==> config.mk <==
export PLATFORM = sky130hd
export DESIGN_NAME = seven_seg_scan_ctrl
export DESIGN_NICKNAME = d
export VERILOG_FILES = /design/src/rtl/seven_seg_scan_ctrl.sv
export SDC_FILE = /design/constraint.sdc
export NUM_CORES = 1
export LEC_CHECK = 0
export CAP_MARGIN = 30
export CORE_ASPECT_RATIO = 1.25
export CORE_MARGIN = 2
export CORE_UTILIZATION = 59
export CTS_CLUSTER_SIZE = 16
export DETAILED_ROUTE_END_ITERATION = 12
export PLACE_DENSITY = 0.83
export REMOVE_ABC_BUFFERS = 1
export SETUP_SLACK_MARGIN = 0.4
export SYNTH_ARGS = -nofsm -noshare
export SYNTH_HDL_FRONTEND = slang
export SYNTH_SLANG_ARGS = --single-unit
export TNS_END_PERCENT = 5
==> constraint.sdc <==
create_clock -name clk -period 4.3 [get_ports clk]
set_input_delay 0.86 -clock clk [delete_from_list [all_inputs] [get_ports clk]]
set_output_delay 0.86 -clock clk [all_outputs]
set_load 0.005 [all_outputs]
==> src/rtl/seven_seg_scan_ctrl.sv <==
// ---------------------------------------------------------------------------
// seven_seg_scan_ctrl
//
// Time-multiplexes one BCD-to-7-segment decoder/driver across DIGITS
// common-anode positions. A double-buffered frame (pending/active) is scanned
// digit by digit. Each digit is preceded by a blanked gap so the old segment
// pattern cannot ghost onto the next digit. Lamp test and leading-zero
// blanking are also handled here.
//
// Ports:
//   clk        system clock, rising edge
//   rst        synchronous reset, active-high
//   enable     scan enable; 0 forces IDLE
//   lzb_en     leading-zero blanking enable
//   wr_en      one-cycle strobe: capture wr_data into the pending frame
//   wr_data    BCD frame, digit i at [4i+3:4i]
//   lt_req     one-cycle strobe: request one lamp-test phase
//   seg_data   driver inbus
//   seg_le     driver latch enable (0 = transparent)
//   seg_lt     driver lamp test (0 = lamp test)
//   seg_bl     driver blanking (0 = blank)
//   digit_sel  one-hot digit enable, active-high
//   frame_done one-cycle pulse at the end of the last digit's dwell
// ---------------------------------------------------------------------------
module seven_seg_scan_ctrl #(
   parameter int DIGITS    = 4,
   parameter int DWELL     = 1000,
   parameter int GAP       = 16,
   parameter int LT_CYCLES = 50000
) (
   input  logic                  clk,
   input  logic                  rst,
   input  logic                  enable,
   input  logic                  lzb_en,
   input  logic                  wr_en,
   input  logic [4*DIGITS-1:0]   wr_data,
   input  logic                  lt_req,
   output logic [3:0]            seg_data,
   output logic                  seg_le,
   output logic                  seg_lt,
   output logic                  seg_bl,
   output logic [DIGITS-1:0]     digit_sel,
   output logic                  frame_done
);

   localparam int MAX_DG = (DWELL > GAP) ? DWELL : GAP;
   localparam int MAXC   = (MAX_DG > LT_CYCLES) ? MAX_DG : LT_CYCLES;
   localparam int CW     = (MAXC > 1) ? $clog2(MAXC) : 1;
   localparam int IW     = $clog2(DIGITS);

   localparam logic [CW-1:0] GAP_LAST   = CW'(GAP - 1);
   localparam logic [CW-1:0] DWELL_LAST = CW'(DWELL - 1);
   localparam logic [CW-1:0] LT_LAST    = CW'(LT_CYCLES - 1);
   localparam logic [IW-1:0] IDX_LAST   = IW'(DIGITS - 1);

   typedef enum logic [1:0] {
      ST_IDLE,
      ST_GAP,
      ST_SHOW,
      ST_LAMP
   } state_t;

   state_t                   state_reg, state_next;
   logic [IW-1:0]            idx_reg, idx_next;
   logic [CW-1:0]            cnt_reg, cnt_next;
   logic [DIGITS-1:0][3:0]   active_reg, active_next;
   logic [DIGITS-1:0][3:0]   pend_reg, pend_next;
   logic                     pend_flag_reg, pend_flag_next;
   logic                     lt_flag_reg, lt_flag_next;

   logic [3:0]               seg_data_reg, seg_data_next;
   logic                     seg_le_reg, seg_le_next;
   logic                     seg_lt_reg, seg_lt_next;
   logic                     seg_bl_reg, seg_bl_next;
   logic [DIGITS-1:0]        digit_sel_reg, digit_sel_next;
   logic                     frame_done_reg, frame_done_next;

   logic                     commit;
   logic                     frame_end;
   logic [DIGITS-1:0]        digit_zero;
   logic                     lzb_hit;
   logic                     show_lit;

   // -----------------------------------------------------------------------
   // Scan sequencing, frame buffering and sticky request flags
   // -----------------------------------------------------------------------
   always_comb begin
      state_next     = state_reg;
      idx_next       = idx_reg;
      cnt_next       = cnt_reg;
      active_next    = active_reg;
      pend_next      = pend_reg;
      pend_flag_next = pend_flag_reg;
      lt_flag_next   = lt_flag_reg;
      commit         = 1'b0;
      frame_end      = 1'b0;

      if (!enable) begin
         state_next = ST_IDLE;
         cnt_next   = '0;
      end else begin
         case (state_reg)
            ST_IDLE: begin
               commit     = 1'b1;
               idx_next   = '0;
               cnt_next   = '0;
               state_next = ST_GAP;
            end
            ST_GAP: begin
               if (cnt_reg == GAP_LAST) begin
                  cnt_next   = '0;
                  state_next = ST_SHOW;
               end else begin
                  cnt_next = cnt_reg + 1'b1;
               end
            end
            ST_SHOW: begin
               if (cnt_reg == DWELL_LAST) begin
                  cnt_next = '0;
                  if (idx_reg != IDX_LAST) begin
                     idx_next   = idx_reg + 1'b1;
                     state_next = ST_GAP;
                  end else begin
                     frame_end = 1'b1;
                     commit    = 1'b1;
                     idx_next  = '0;
                     if (lt_flag_reg) begin
                        lt_flag_next = 1'b0;
                        state_next   = ST_LAMP;
                     end else begin
                        state_next = ST_GAP;
                     end
                  end
               end else begin
                  cnt_next = cnt_reg + 1'b1;
               end
            end
            ST_LAMP: begin
               if (cnt_reg == LT_LAST) begin
                  cnt_next   = '0;
                  idx_next   = '0;
                  state_next = ST_GAP;
               end else begin
                  cnt_next = cnt_reg + 1'b1;
               end
            end
            default: begin
               state_next = ST_IDLE;
               cnt_next   = '0;
            end
         endcase
      end

      // Commit reads the pending buffer as it was before this cycle's write,
      // so a write landing on a commit cycle stays pending for the next one.
      if (commit && pend_flag_reg) begin
         active_next    = pend_reg;
         pend_flag_next = 1'b0;
      end
      if (wr_en) begin
         pend_next      = wr_data;
         pend_flag_next = 1'b1;
      end
      // A request arriving on the clearing cycle is kept for the next frame.
      if (lt_req) begin
         lt_flag_next = 1'b1;
      end
   end

   // -----------------------------------------------------------------------
   // Leading-zero detection on the frame that will be displayed
   // -----------------------------------------------------------------------
   for (genvar gi = 0; gi < DIGITS; gi++) begin : g_zero
      assign digit_zero[gi] = (active_next[gi] == 4'd0);
   end

   // A digit is a leading zero when it and every more-significant digit are
   // zero; digit 0 is never suppressed so an all-zero frame still shows "0".
   always_comb begin
      lzb_hit = lzb_en && (idx_next != '0);
      for (int i = 0; i < DIGITS; i++) begin
         if ((i >= int'(idx_next)) && !digit_zero[i]) begin
            lzb_hit = 1'b0;
         end
      end
      show_lit = (active_next[idx_next] <= 4'd9) && !lzb_hit;
   end

   // -----------------------------------------------------------------------
   // Output decode from the next state, so outputs register alongside it
   // -----------------------------------------------------------------------
   always_comb begin
      seg_data_next   = seg_data_reg;
      seg_le_next     = 1'b1;
      seg_lt_next     = 1'b1;
      seg_bl_next     = 1'b0;
      digit_sel_next  = '0;
      frame_done_next = frame_end;

      case (state_next)
         ST_GAP: begin
            seg_le_next   = 1'b0;
            seg_data_next = active_next[idx_next];
         end
         ST_SHOW: begin
            seg_le_next    = 1'b0;
            seg_bl_next    = show_lit;
            digit_sel_next = DIGITS'(1) << idx_next;
         end
         ST_LAMP: begin
            seg_le_next    = 1'b0;
            seg_lt_next    = 1'b0;
            seg_bl_next    = 1'b1;
            digit_sel_next = '1;
         end
         default: begin
            seg_le_next = 1'b1;
         end
      endcase
   end

   // -----------------------------------------------------------------------
   // Registers
   // -----------------------------------------------------------------------
   always_ff @(posedge clk) begin
      if (rst) begin
         state_reg      <= ST_IDLE;
         idx_reg        <= '0;
         cnt_reg        <= '0;
         active_reg     <= '0;
         pend_reg       <= '0;
         pend_flag_reg  <= 1'b0;
         lt_flag_reg    <= 1'b0;
         seg_data_reg   <= 4'd0;
         seg_le_reg     <= 1'b1;
         seg_lt_reg     <= 1'b1;
         seg_bl_reg     <= 1'b0;
         digit_sel_reg  <= '0;
         frame_done_reg <= 1'b0;
      end else begin
         state_reg      <= state_next;
         idx_reg        <= idx_next;
         cnt_reg        <= cnt_next;
         active_reg     <= active_next;
         pend_reg       <= pend_next;
         pend_flag_reg  <= pend_flag_next;
         lt_flag_reg    <= lt_flag_next;
         seg_data_reg   <= seg_data_next;
         seg_le_reg     <= seg_le_next;
         seg_lt_reg     <= seg_lt_next;
         seg_bl_reg     <= seg_bl_next;
         digit_sel_reg  <= digit_sel_next;
         frame_done_reg <= frame_done_next;
      end
   end

   assign seg_data   = seg_data_reg;
   assign seg_le     = seg_le_reg;
   assign seg_lt     = seg_lt_reg;
   assign seg_bl     = seg_bl_reg;
   assign digit_sel  = digit_sel_reg;
   assign frame_done = frame_done_reg;

endmodule

=== Yosys cells after proc, flatten, opt, wreduce, memory -nomap -nowiden ===
Cells that the tools add are included.

* Register bits after elaboration: 66
* Latch bits: 0
* RAM bits: 0
* Bits in read-only memories: 0
* Input port bits: 22
* Logic and storage cells: 102
* Memories: 0

* Add/subtract/negate cells: 2
* Multipliers: 0
* Divide/modulo/power cells: 0
* Magnitude comparators: 5
* Equality and inequality tests: 11
* Shifts and indexed selects: 1
* Mux-type cells: 38
* Bitwise operators: 2
* Reduce and logical (&&, ||, !) cells: 24

{| class="wikitable"
|+ Operators with widths
! kind !! number
|-
| two-way mux 16 bit || 4
|-
| case mux 16 bit (4 select lines) || 1
|-
| two-way mux 2 bit || 10
|-
| adder 16 x 1 -> 16 bit (second input constant) || 1
|-
| equality test 16 x 10 -> 1 bit (second input constant) || 1
|-
| equality test 16 bit (second input constant) || 1
|-
| equality test 16 x 4 -> 1 bit (second input constant) || 1
|-
| zero test 4 bit || 4
|-
| two-way mux 1 bit || 16
|-
| nonzero test 2 bit || 5
|-
| binary-select mux 4 bit (select 2 bit) || 1
|-
| equality test 2 bit (second input constant) || 4
|-
| case mux 2 bit (4 select lines) || 1
|-
| case mux 4 bit (2 select lines) || 1
|-
| logical AND 1 bit || 6
|-
| case mux 2 bit (3 select lines) || 1
|-
| OR reduction 3 bit || 2
|-
| equality test 2 x 1 -> 1 bit (second input constant) || 2
|-
| >= comparator 1 x 2 -> 1 bit (first input constant) || 2
|-
| less-or-equal comparator 4 bit (second input constant) || 1
|-
| zero test 1 bit || 4
|-
| two-way mux 4 bit || 1
|-
| inequality test 2 bit (second input constant) || 2
|-
| case mux 1 bit (2 select lines) || 2
|-
| other kinds (8) || 9
|}

=== Depth between registers and ports, before layout ===
Gate-level depths: netlist of the first run.

* Depth in word-level cells: 17
* Gate-level depth with buffers: 11
* Depth with buffers taken out: 10

=== Worst setup path after synthesis of the first run ===
No wires, ideal clock.

* Kind: input-to-reg
* From: in enable
* To: reg seg_bl_reg (netlist: seg_bl)
* Library setup time: 0.115 ns
* Data arrival time: 2.501 ns
* Required time: 4.185 ns
* Slack: 1.684 ns
* Cell stages on the path: 9
* Cell sequence: nand2b_1 nor4_1 a21oi_2 o41ai_1 o211ai_1 a21o_1 o31a_1 a21bo_1 a31o_1

* Longest elaborated chain between the ends: 13
* Elaborated cells between the ends (all ways): 32

{| class="wikitable"
|+ RTL lines
! element !! RTL line !! RTL
|-
| start: declaration || 33 || <nowiki>input logic enable,</nowiki>
|-
| two-way mux 1 bit || 98 || <nowiki>if (!enable) begin</nowiki>
|-
| logical AND 1 bit || 156 || <nowiki>if (commit && pend_flag_reg) begin</nowiki>
|-
| two-way mux 16 bit || 156 ||
|-
| zero test 4 bit || 174 || <nowiki>assign digit_zero[gi] = (active_next[gi] == 4'd0);</nowiki>
|-
| zero test 1 bit || 182 || <nowiki>if ((i >= int'(idx_next)) && !digit_zero[i]) begin</nowiki>
|-
| logical AND 1 bit || 182 ||
|-
| two-way mux 1 bit (4 in series) || 182 ||
|-
| zero test 1 bit || 186 || <nowiki>show_lit = (active_next[idx_next] <= 4'd9) && !lzb_hit;</nowiki>
|-
| logical AND 1 bit || 186 ||
|-
| case mux 1 bit (2 select lines) (*) || 200 || <nowiki>case (state_next)</nowiki>
|-
| end signal: assignment || 251 || <nowiki>seg_bl_reg <= seg_bl_next;</nowiki>
|-
| end: declaration || 74 || <nowiki>logic seg_bl_reg, seg_bl_next;</nowiki>
|}

Every way passes the cells marked *; elsewhere a longest branch is shown, timed or not. The select of a mux whose other input is x is not followed.
A chain may end at the register's enable or synchronous reset.

=== Final worst setup path of the first run ===
* From: in enable
* To: reg seg_data_reg[0] (netlist: seg_data[0])

* Longest elaborated chain between the ends: 5
* Elaborated cells between the ends (all ways): 8

{| class="wikitable"
|+ RTL lines
! element !! RTL line !! RTL
|-
| two-way mux 1 bit || 98 ||
|-
| logical AND 1 bit || 156 ||
|-
| two-way mux 16 bit || 156 ||
|-
| binary-select mux 4 bit (select 2 bit) || 203 || <nowiki>seg_data_next = active_next[idx_next];</nowiki>
|-
| two-way mux 4 bit (not written as such) || 203 ||
|-
| end signal: assignment || 248 || <nowiki>seg_data_reg <= seg_data_next;</nowiki>
|-
| end: declaration || 71 || <nowiki>logic [3:0] seg_data_reg, seg_data_next;</nowiki>
|}

Several ways; a longest one is shown, not always the timed one. The select of a mux whose other input is x is not followed.

==> results of run 1 <==
## stage by stage
stage	setup slack [ns]	util [%]	cell area [sq um]	hold WS, ns	cells
finish	1.07	71.8	3400	0.461	404
global route	0.886	71.8	3400	0.475	404
CTS	1.08	71.8	3400	0.469	404
detailed placement	0.730	68.9	3260	0.457	391
global placement	0.813	68.9	3260	0.425	391
floorplan	1.14	-	2840	0.413	296
## logic make-up after synthesis
logic type,share of synthesized area [%]
compound gates,7.76
xor+xnor,4.22
fa+ha+maj,0.862
buf+inv,2.46
flops,45.5
mux,15.4
simple gates,23.8
## power by group
| group | internal (mW) | total [mW] | switching (mW) |
|---|---|---|---|
| clock | 0.199 | 0.405 | 0.206 |
| combinational | 0.0488 | 0.0892 | 0.0404 |
| sequential | 0.628 | 0.641 | 0.0133 |
| total | 0.876 | 1.14 | 0.260 |
## placed cells by master, fill, tap and decap left out, drive strengths merged
| cell | instances |
|---|---|
| xnor2 | 6 |
| clkdlybuf4s50 | 33 |
| a21bo | 1 |
| nand4 | 6 |
| buf | 2 |
| nor2b | 3 |
| o31a | 1 |
| nor4 | 8 |
| o41ai | 1 |
| xor2 | 8 |
| nand3 | 14 |
| nor3b | 1 |
| a311oi | 1 |
| and2 | 2 |
| nand3b | 1 |
| ha | 2 |
| a31o | 1 |
| mux2i | 39 |
| and4b | 1 |
| o21a | 2 |
| a21oi | 8 |
| clkinv | 1 |
| nor3 | 7 |
| dfxtp | 66 |
| a21boi | 2 |
| or3 | 1 |
| o211ai | 3 |
| mux4 | 2 |
| a211oi | 3 |
| and3 | 7 |
| o21ai | 3 |
| clkbuf | 12 |
| o211a | 2 |
| a21o | 3 |
| nor2 | 65 |
| nor4b | 2 |
| mux2 | 1 |
| nand2b | 2 |
| inv | 1 |
| nand2 | 20 |
## cell type report
class	instances	area [sq um]	share of cell area, %
multi-input cells	229	1510	44.5
flip-flops and latches	66	1320	38.9
inverters	1	3.75	0.110
well taps	60	75.1	2.21
clock buffers	12	135	3.98
repair buffers	35	345	10.2
clock inverters	1	5.00	0.147
## critical path: stages
cell             delay [ns]
clkdlybuf4s50_1        0.50
nand2b_1               0.23
nor4_1                 0.10
a21oi_2                0.66
buf_4                  0.36
mux2_2                 0.37
mux2i_1                0.16
o211a_1                0.15
nor3_1                 0.05
## worst paths after layout
kind | startpoint | end | cells after the start
hold / removal | cnt_reg[0]$_SDFF_PP0_ | cnt_reg[0]$_SDFF_PP0_ | 1
hold reg to reg | cnt_reg[0]$_SDFF_PP0_ | cnt_reg[0]$_SDFF_PP0_ | 1
setup / recovery | enable | seg_data[0]$_SDFFE_PP0N_ | 9
setup reg to reg | cnt_reg[0]$_SDFF_PP0_ | seg_bl$_SDFF_PP0_ | 10
## cell usage after synthesis (3+ instances only)
cell | number | area share, %
dfxtp_1 | 66 | 45
nor2_1 | 65 | 8.4
mux2i_1 | 39 | 13
nand2_1 | 20 | 2.6
nand3_1 | 14 | 2.4
xor2_1 | 8 | 2.4
a21oi_1 | 7 | 1.2
and3_1 | 7 | 1.5
nor3_1 | 7 | 1.2
nor4_1 | 7 | 1.5
clkbuf_1 | 6 | 0.78
nand4_1 | 6 | 1.3
xnor2_1 | 6 | 1.8
a211oi_1 | 3 | 0.78
a21o_1 | 3 | 0.78
buf_1 | 3 | 0.39
buf_2 | 3 | 0.52
nor2b_1 | 3 | 0.65
o211ai_1 | 3 | 0.78
## routing by layer
metal,part of all wire [%],global-route usage (%)
met1,43,27.2
met2,51,39.5
met3,3.4,5.56
met4,2.5,12.7
met5,0,0
==> impl_metrics.csv, run 1 <==
group,metric,value,unit
outcome,outcome,"finished, final reports clean",
power_and_ir_drop,power.leakage,1.42,nW
global_route,grt_max_degree,41,
cts,post-cts-setup-buffer-count,0,
sta,finalSetupViolCount,0,
yosys,yosys_warnings,0,
die,die_w,66.8,microns
global_route,grt.total_usage,23.3,%
power_and_ir_drop,pwr_density_cell,334,nW/um^2
cts,cts_resized,0,
cts,clk_pin_slew,0.06,ns
cts,cts.sinks,66,
yosys,synth-main-ff-cell,"dfxtp_1",
global_route,grt_overflow,0,
die,core_region_area,4730,sq um
run,drv_cap,0,
sta,min_period,3.23,ns
layout,num-nets-final,366,
die,rows,28,
yosys,yosysSeqAreaShare,45.5,%
layout,fill_cells,362,
drt,drt_wl_total,5870,microns
global_route,antenna_found_initial,0,
drt,vias,2312,
yosys,syn_area_per_cell,9.37,sq um
cts,cts_buffers,9,
cts,root_buffer,"clkbuf_8",
global_route,grt_pass1_wl,9670,microns
drt,vias_per_cell,5.72,
global_route,grt_pass1_vias,2225,
sta,fin_skew,0.0101,ns
die,initial_core_util,61.4,%
power_and_ir_drop,ir_drop,342,uV
die,chipHeight,82.4,microns
critical_path,crit_required,4.51,ns
sta,relSlewSlack,34.4,%
sta,maxSlewViolCount,0,
die,io-pin-count,34,
cts,cts_tree,"done",
place,gp_congestion,0.831,
layout,n_antenna_cell,0,
cts,cts_buffer_depth,2,
layout,area_growth,17.0,%
place,dp_hpwl,4300,microns
yosys,syn_inst,310,
sta,tns,0,ns
critical_path,cp_data_arrival_time,3.44,ns
critical_path,crit_type,"in2reg",
cts,htreeDepth,3,
yosys,synth_seq_cells,66,
cts,hold_buffers,0,
sta,max_freq,0.309,GHz
yosys,async_flop_share,0,%
sta,tightest_slew,0.981,ns
drt,wire_per_inst,14.5,microns
sta,final-hold-violation-count,0,
die,dieArea,5500,sq um
place,port_buffers,33,
yosys,ys_types,47,
critical_path,start_kind,"input port",
drt,drtIter0Drc,166,
drt,dr.pass1.iters,4,
drt,ant_nets,0,
sta,rsz0062_at_grt,"no",
power_and_ir_drop,totalPowerFinal,1.14,mW
critical_path,regToRegSetupSlack,1.35,ns
drt,drc,0,
yosys,synth_edf_count,0,
yosys,syn-cell-area,2900,sq um
min_path,hold_path_class,"reg2reg",
layout,drive_gt1_share,6.40,%
cts,clk_latency,0.33,ns
critical_path,cp_max_fo,15,
sta,timing.final.crit_share,75.2,%
critical_path,worstSetupEndpointType,"flip-flop",
Note: power is estimated with default switching activity, not from simulation.
==> inputs of run 2 (changes only) <==
Settings changed: CORE_UTILIZATION 59 to 55, PLACE_DENSITY 0.83 to 0.79.
Clock period 4.3 ns to 3 ns, I/O delays scaled along.
==> run 2 against run 1 <==
Sequential share of layout area down 2.8 points. Largest cell class unchanged. Non-clock buffer count grew 20. Critical path depth unchanged.
==> impl_metrics.csv, run 2 (synthesized netlist as in run 1, its figures left out) <==
group,metric,value,unit
critical_path,worstSetupEndpointType,"flip-flop",
cts,cts_tree,"done",
critical_path,cpMaxStageDelayCell,"mux4_2",
power_and_ir_drop,seqPwrFrac,50.4,%
critical_path,start_kind,"flip-flop",
die,core_region_area,5080,sq um
drt,drtIter0Drc,163,
cts,hold_buffers,0,
die,dieArea,5880,sq um
sta,min_period,2.70,ns
sta,finalSetupViolCount,0,
power_and_ir_drop,intPower,1.42,mW
layout,final_util,72.5,%
layout,drive_gt1_share,16.9,%
sta,tns,0,ns
drt,vias_per_cell,5.63,
critical_path,crit_type,"reg2reg",
drt,ant_nets,0,
global_route,antenna_found_initial,0,
layout,area_growth,26.8,%
global_route,grt_pass1_wl,10600,microns
critical_path,regToRegEndpoint,"seg_bl$_SDFF_PP0_",
sta,fin_skew,0.00795,ns
sta,relSlewSlack,72.9,%
cts,htreeDepth,3,
power_and_ir_drop,switching_power,0.403,mW
power_and_ir_drop,power.leakage,1.57,nW
place,gp_congestion,0.857,
layout,n_antenna_cell,0,
global_route,grt_max_degree,34,
cts,cts_buffers,9,
die,io-pin-count,34,
critical_path,crit_top_cell,"nand4_1",
place,dp_hpwl,4250,microns
sta,rsz0062_at_grt,"yes",
critical_path,crit_required,3.29,ns
critical_path,cp_max_fo,3,
cts,cts_buffer_depth,2,
die,chipHeight,85.2,microns
power_and_ir_drop,switching_share,22.1,%
critical_path,cp_data_arrival_time,2.99,ns
critical_path,setup.worst_path.start,"cnt_reg[4]$_SDFF_PP0_",
place,port_buffers,33,
critical_path,crit_chain,"or3_4, nor4b_4, nand4_1, nand4_1, and3_4, mux4_2, mux2i_2, a21bo_1, a31o_1",
run,drv_cap,0,
die,die_w,69.0,microns
critical_path,crit_end,"seg_bl$_SDFF_PP0_",
layout,num-nets-final,386,
min_path,hold_path_class,"reg2reg",
sta,final-hold-violation-count,0,
global_route,grt_overflow,0,
drt,dr.pass1.iters,4,
power_and_ir_drop,combPwrFrac,7.4,%
sta,maxSlewViolCount,0,
sta,max_freq,0.370,GHz
critical_path,slowest_delay,0.50,ns
min_path,holdCritStartpoint,"cnt_reg[0]$_SDFF_PP0_",
global_route,grt_pass1_vias,2368,
cts,clk_latency,0.35,ns
drt,drc,0,
power_and_ir_drop,pwr_density_cell,495,nW/um^2
drt,wire_per_inst,15.4,microns
layout,most-common-layout-cells,"nor2_1 (64), dfxtp_1 (63), mux2i_1 (38)",
sta,tightest_slew,0.403,ns
global_route,grt.total_usage,24.1,%
die,initial_core_util,57.2,%
cts,cts.sinks,66,
cts,clk_pin_slew,0.07,ns
cts,root_buffer,"clkbuf_8",
die,rows,29,
drt,vias,2410,
sta,timing.final.crit_share,90.0,%
drt,drt_wl_total,6580,microns
critical_path,reg2reg_from,"cnt_reg[4]$_SDFF_PP0_",
critical_path,worstRegToRegCells,9,
power_and_ir_drop,clkPwrFrac,42.2,%
critical_path,regToRegSetupSlack,0.30,ns
outcome,outcome,"finished, final reports clean",
layout,layout_commonest_cell,"nor2_1",
power_and_ir_drop,ir_drop,322,uV
[run 2: cell types whose count changed in the layout (fill, tap and decap cells not counted), moves of 2 or more]
cell and delta:
nand3_1 -2, and3_1 -2, dfxtp_2 +2, buf_4 +20, nand3_2 +2, clkbuf_8 +3, clkbuf_1 -2, and3_4 +2
dfxtp_1 -3
[run 2: area by class of cell]
type / instances / area (sq um)
Timing Repair Buffer: 55 / 498
Inverter: 1 / 3.75
Clock inverter: 2 / 35.0
Multi-Input combinational cell: 229 / 1570
Tap cell: 62 / 77.6
Clock buffer: 13 / 169
Sequential cell: 66 / 1330
Fill cell: 389 / 1400
[run 2: worst max-delay path: cells and delay by family (launching register included)]
kind            cells  cell delay [ns]
mux                 2             0.68
compound gates      2             0.23
flops               1             0.34
simple gates        5             1.39
[run 2: worst min-delay path by stage]
stage,end,slack [ns],depth (start not counted)
floorplan,cnt_reg[0]$_SDFF_PP0_,0.41,1
global placement,cnt_reg[0]$_SDFF_PP0_,0.43,1
detailed placement,cnt_reg[0]$_SDFF_PP0_,0.45,1
CTS,cnt_reg[0]$_SDFF_PP0_,0.46,1
global route,cnt_reg[0]$_SDFF_PP0_,0.44,1
finish,cnt_reg[0]$_SDFF_PP0_,0.42,1
[run 2: timing repair]
item / in CTS / in global routing
endpoints found under the setup margin: 19 / 21
pin swaps: 7 / 7
resized for setup: 13 / 8
endpoints found under the hold margin: 0 / 0
buffers inserted: 7 / 4
[run 2: per-layer routing]
layer,up-vias,track usage (%),part of all wire (%)
met5,-,0,0
met2,67,38.8,50
met1,1134,28.3,43
met4,0,13.0,2.6
li1,1194,-,-
met3,15,6.90,3.5
[run 2: power groups by stage]
stage / Sequential, mW / Combinational (mW) / Clock [mW]
4_1_cts: 0.917 / 0.135 / 0.778
3_5_place_dp: 0.938 / 0.133 / 0
2_1_floorplan: 0.932 / 0.0652 / 0
3_3_place_gp: 0.937 / 0.130 / 0
6_report: 0.917 / 0.135 / 0.769
5_1_grt: 0.919 / 0.149 / 0.816
[run 2: per-stage QoR]
stage          std cells  setup slack, ns  power [mW]  area (sq um)  hold WS, ns
2_1_floorplan        296            0.100       0.997          2840        0.413
3_3_place_gp         402            0.158        1.07          3330        0.425
3_5_place_dp         402           0.0852        1.07          3330        0.451
4_1_cts              424            0.354        1.83          3630        0.459
5_1_grt              428            0.189        1.88          3680        0.437
6_report             428            0.300        1.82          3680        0.422
==> inputs of run 3 (changes only) <==
Settings changed: CORE_UTILIZATION 55 to 58, CTS_BUF_LIST set to sky130_fd_sc_hd__clkbuf_2 sky130_fd_sc_hd__clkbuf_4 sky130_fd_sc_hd__clkbuf_8, PLACE_DENSITY 0.79 to 0.82.
==> run 3 against run 2 <==
Global-route usage up 1.6 points. Clock power up 20%. Register-to-register slack about the same. Sequential power about the same. Utilization up 3.7 points. Non-clock buffer count down 9. Combinational power about the same. Cell area down 1.4%. Highest routed layer unchanged. Clock skew up 0.0027 ns. Worst hold slack worse by 0.0067 ns.
==> impl_metrics.csv, run 3 (synthesized netlist as in run 1, its figures left out) <==
group,metric,value,unit
layout,most-common-layout-cells,"nor2_1 (65), dfxtp_1 (65), mux2i_1 (38)",
global_route,antenna_found_initial,0,
drt,vias_per_cell,5.77,
min_path,worstHoldEndpoint,"cnt_reg[0]$_SDFF_PP0_",
cts,cts_tree,"done",
global_route,grt_pass1_wl,10900,microns
drt,drc,0,
power_and_ir_drop,seqPwrFrac,46.5,%
run,drv_cap,0,
critical_path,crit_chain,"or3_4, nor4b_4, nand4_1, nand4_1, and3_4, mux4_2, mux2i_2, a21bo_1, a31o_1",
global_route,grt_pass1_vias,2404,
cts,cts.sinks,66,
critical_path,cp_data_arrival_time,3.00,ns
cts,root_buffer,"clkbuf_8",
drt,ant_nets,0,
critical_path,regToRegSetupSlack,0.31,ns
sta,final-hold-violation-count,0,
outcome,outcome,"finished, final reports clean",
layout,n_antenna_cell,0,
critical_path,worstSetupEndpointType,"flip-flop",
sta,tns,0,ns
critical_path,worstRegToRegCells,9,
die,die_w,67.3,microns
drt,drt_wl_total,6580,microns
drt,wire_per_inst,15.7,microns
layout,num-nets-final,377,
critical_path,reg2reg_from,"cnt_reg[4]$_SDFF_PP0_",
place,dp_hpwl,4310,microns
min_path,holdCritStartpoint,"cnt_reg[0]$_SDFF_PP0_",
sta,relSlewSlack,68.3,%
critical_path,start_kind,"flip-flop",
critical_path,crit_family,"simple AND/OR/NAND/NOR gates",
critical_path,crit_type,"reg2reg",
sta,max_freq,0.371,GHz
power_and_ir_drop,ir_drop,429,uV
sta,finalSetupViolCount,0,
die,core_region_area,4760,sq um
critical_path,crit_required,3.31,ns
layout,drive_gt1_share,13.1,%
sta,rsz0062_at_grt,"yes",
critical_path,crit_top_cell,"nand4_1",
die,rows,28,
die,io-pin-count,34,
sta,fin_skew,0.0106,ns
power_and_ir_drop,clkPwrFrac,46.7,%
die,initial_core_util,61.0,%
global_route,grt.total_usage,25.7,%
power_and_ir_drop,power.leakage,1.52,nW
cts,cts_buffers,9,
cts,htreeDepth,3,
drt,vias,2412,
min_path,whs_path_depth,1,
power_and_ir_drop,combPwrFrac,6.9,%
die,chipHeight,83.1,microns
critical_path,cpMaxStageDelayCell,"mux4_2",
layout,area_growth,25.0,%
place,gp_congestion,0.808,
global_route,grt_overflow,0,
sta,tightest_slew,0.472,ns
cts,cts_buffer_depth,2,
min_path,hold_path_class,"reg2reg",
global_route,grt_max_degree,46,
place,port_buffers,33,
sta,timing.final.crit_share,89.8,%
layout,final_util,76.2,%
power_and_ir_drop,switching_share,22.2,%
critical_path,cp_max_fo,5,
critical_path,slowest_delay,0.51,ns
cts,clk_pin_slew,0.08,ns
critical_path,cp_num_buf_inv,0,
cts,clk_latency,0.36,ns
drt,drtIter0Drc,173,
critical_path,regToRegEndpoint,"seg_bl$_SDFF_PP0_",
power_and_ir_drop,switching_power,0.439,mW
sta,min_period,2.69,ns
power_and_ir_drop,intPower,1.54,mW
layout,fill_cells,360,
drt,dr.pass1.iters,4,
power_and_ir_drop,pwr_density_cell,544,nW/um^2
sta,maxSlewViolCount,0,
die,dieArea,5590,sq um
## run 3: cell count changes in the layout (fill, tap and decap cells not counted), moves of 2 or more
cell,change
buf_4,-9
bufinv_16,+2
clkbuf_8,-3
clkinv_4,+2
dfxtp_1,+2
nand3_1,+2
nand3_2,-2
## run 3: worst max path at each step
stage / start / endpoint / slack, ns / cells past startpoint
2_1_floorplan: enable / seg_bl$_SDFF_PP0_ / 0.10 / 8
3_3_place_gp: enable / seg_bl$_SDFF_PP0_ / 0.15 / 10
3_5_place_dp: enable / seg_bl$_SDFF_PP0_ / 0.08 / 10
4_1_cts: cnt_reg[0]$_SDFF_PP0_ / seg_bl$_SDFF_PP0_ / 0.31 / 10
5_1_grt: cnt_reg[4]$_SDFF_PP0_ / seg_bl$_SDFF_PP0_ / 0.19 / 9
6_report: cnt_reg[4]$_SDFF_PP0_ / seg_bl$_SDFF_PP0_ / 0.31 / 9
## run 3: per-stage QoR
step	power (mW)	std cells	hold WS (ns)	worst slack [ns]	cell area, sq um
2_1_floorplan	0.997	296	0.413	0.100	2840
3_3_place_gp	1.07	399	0.425	0.154	3320
3_5_place_dp	1.07	399	0.437	0.0824	3320
4_1_cts	1.98	416	0.449	0.311	3590
5_1_grt	2.04	418	0.439	0.189	3630
6_report	1.98	418	0.416	0.306	3630
## run 3: area by class of cell
class                   instances  area [sq um]  area share (%)
clock buffers                  10           131            3.62
well taps                      60          75.1            2.07
inverters                       1          3.75           0.103
clock inverters                 6           115            3.17
repair buffers                 46           428            11.8
multi-input cells             229          1550            42.8
flip-flops and latches         66          1320            36.4
## run 3: power groups by stage
stage          Clock (mW)  Combinational, mW  Sequential (mW)
2_1_floorplan           0             0.0652            0.932
3_3_place_gp            0              0.129            0.937
3_5_place_dp            0              0.133            0.938
4_1_cts             0.931              0.136            0.917
5_1_grt             0.968              0.148            0.921
6_report            0.921              0.136            0.918
## run 3: routing by layer
metal / up-vias / GRT usage [%] / part of all wire, %
met5: - / 0 / 0
met4: 0 / 10.4 / 2.4
li1: 1177 / - / -
met3: 16 / 7.05 / 4.5
met2: 71 / 43.9 / 53
met1: 1148 / 29.4 / 40
## run 3: timing repair
item / CTS / global route
gates resized for setup: 6 / 6
hold endpoints to repair: 0 / 0
setup buffers: 1 / 2
pin swaps: 2 / 3
endpoints found under the setup margin: 20 / 21
hold buffers: 0 / 0
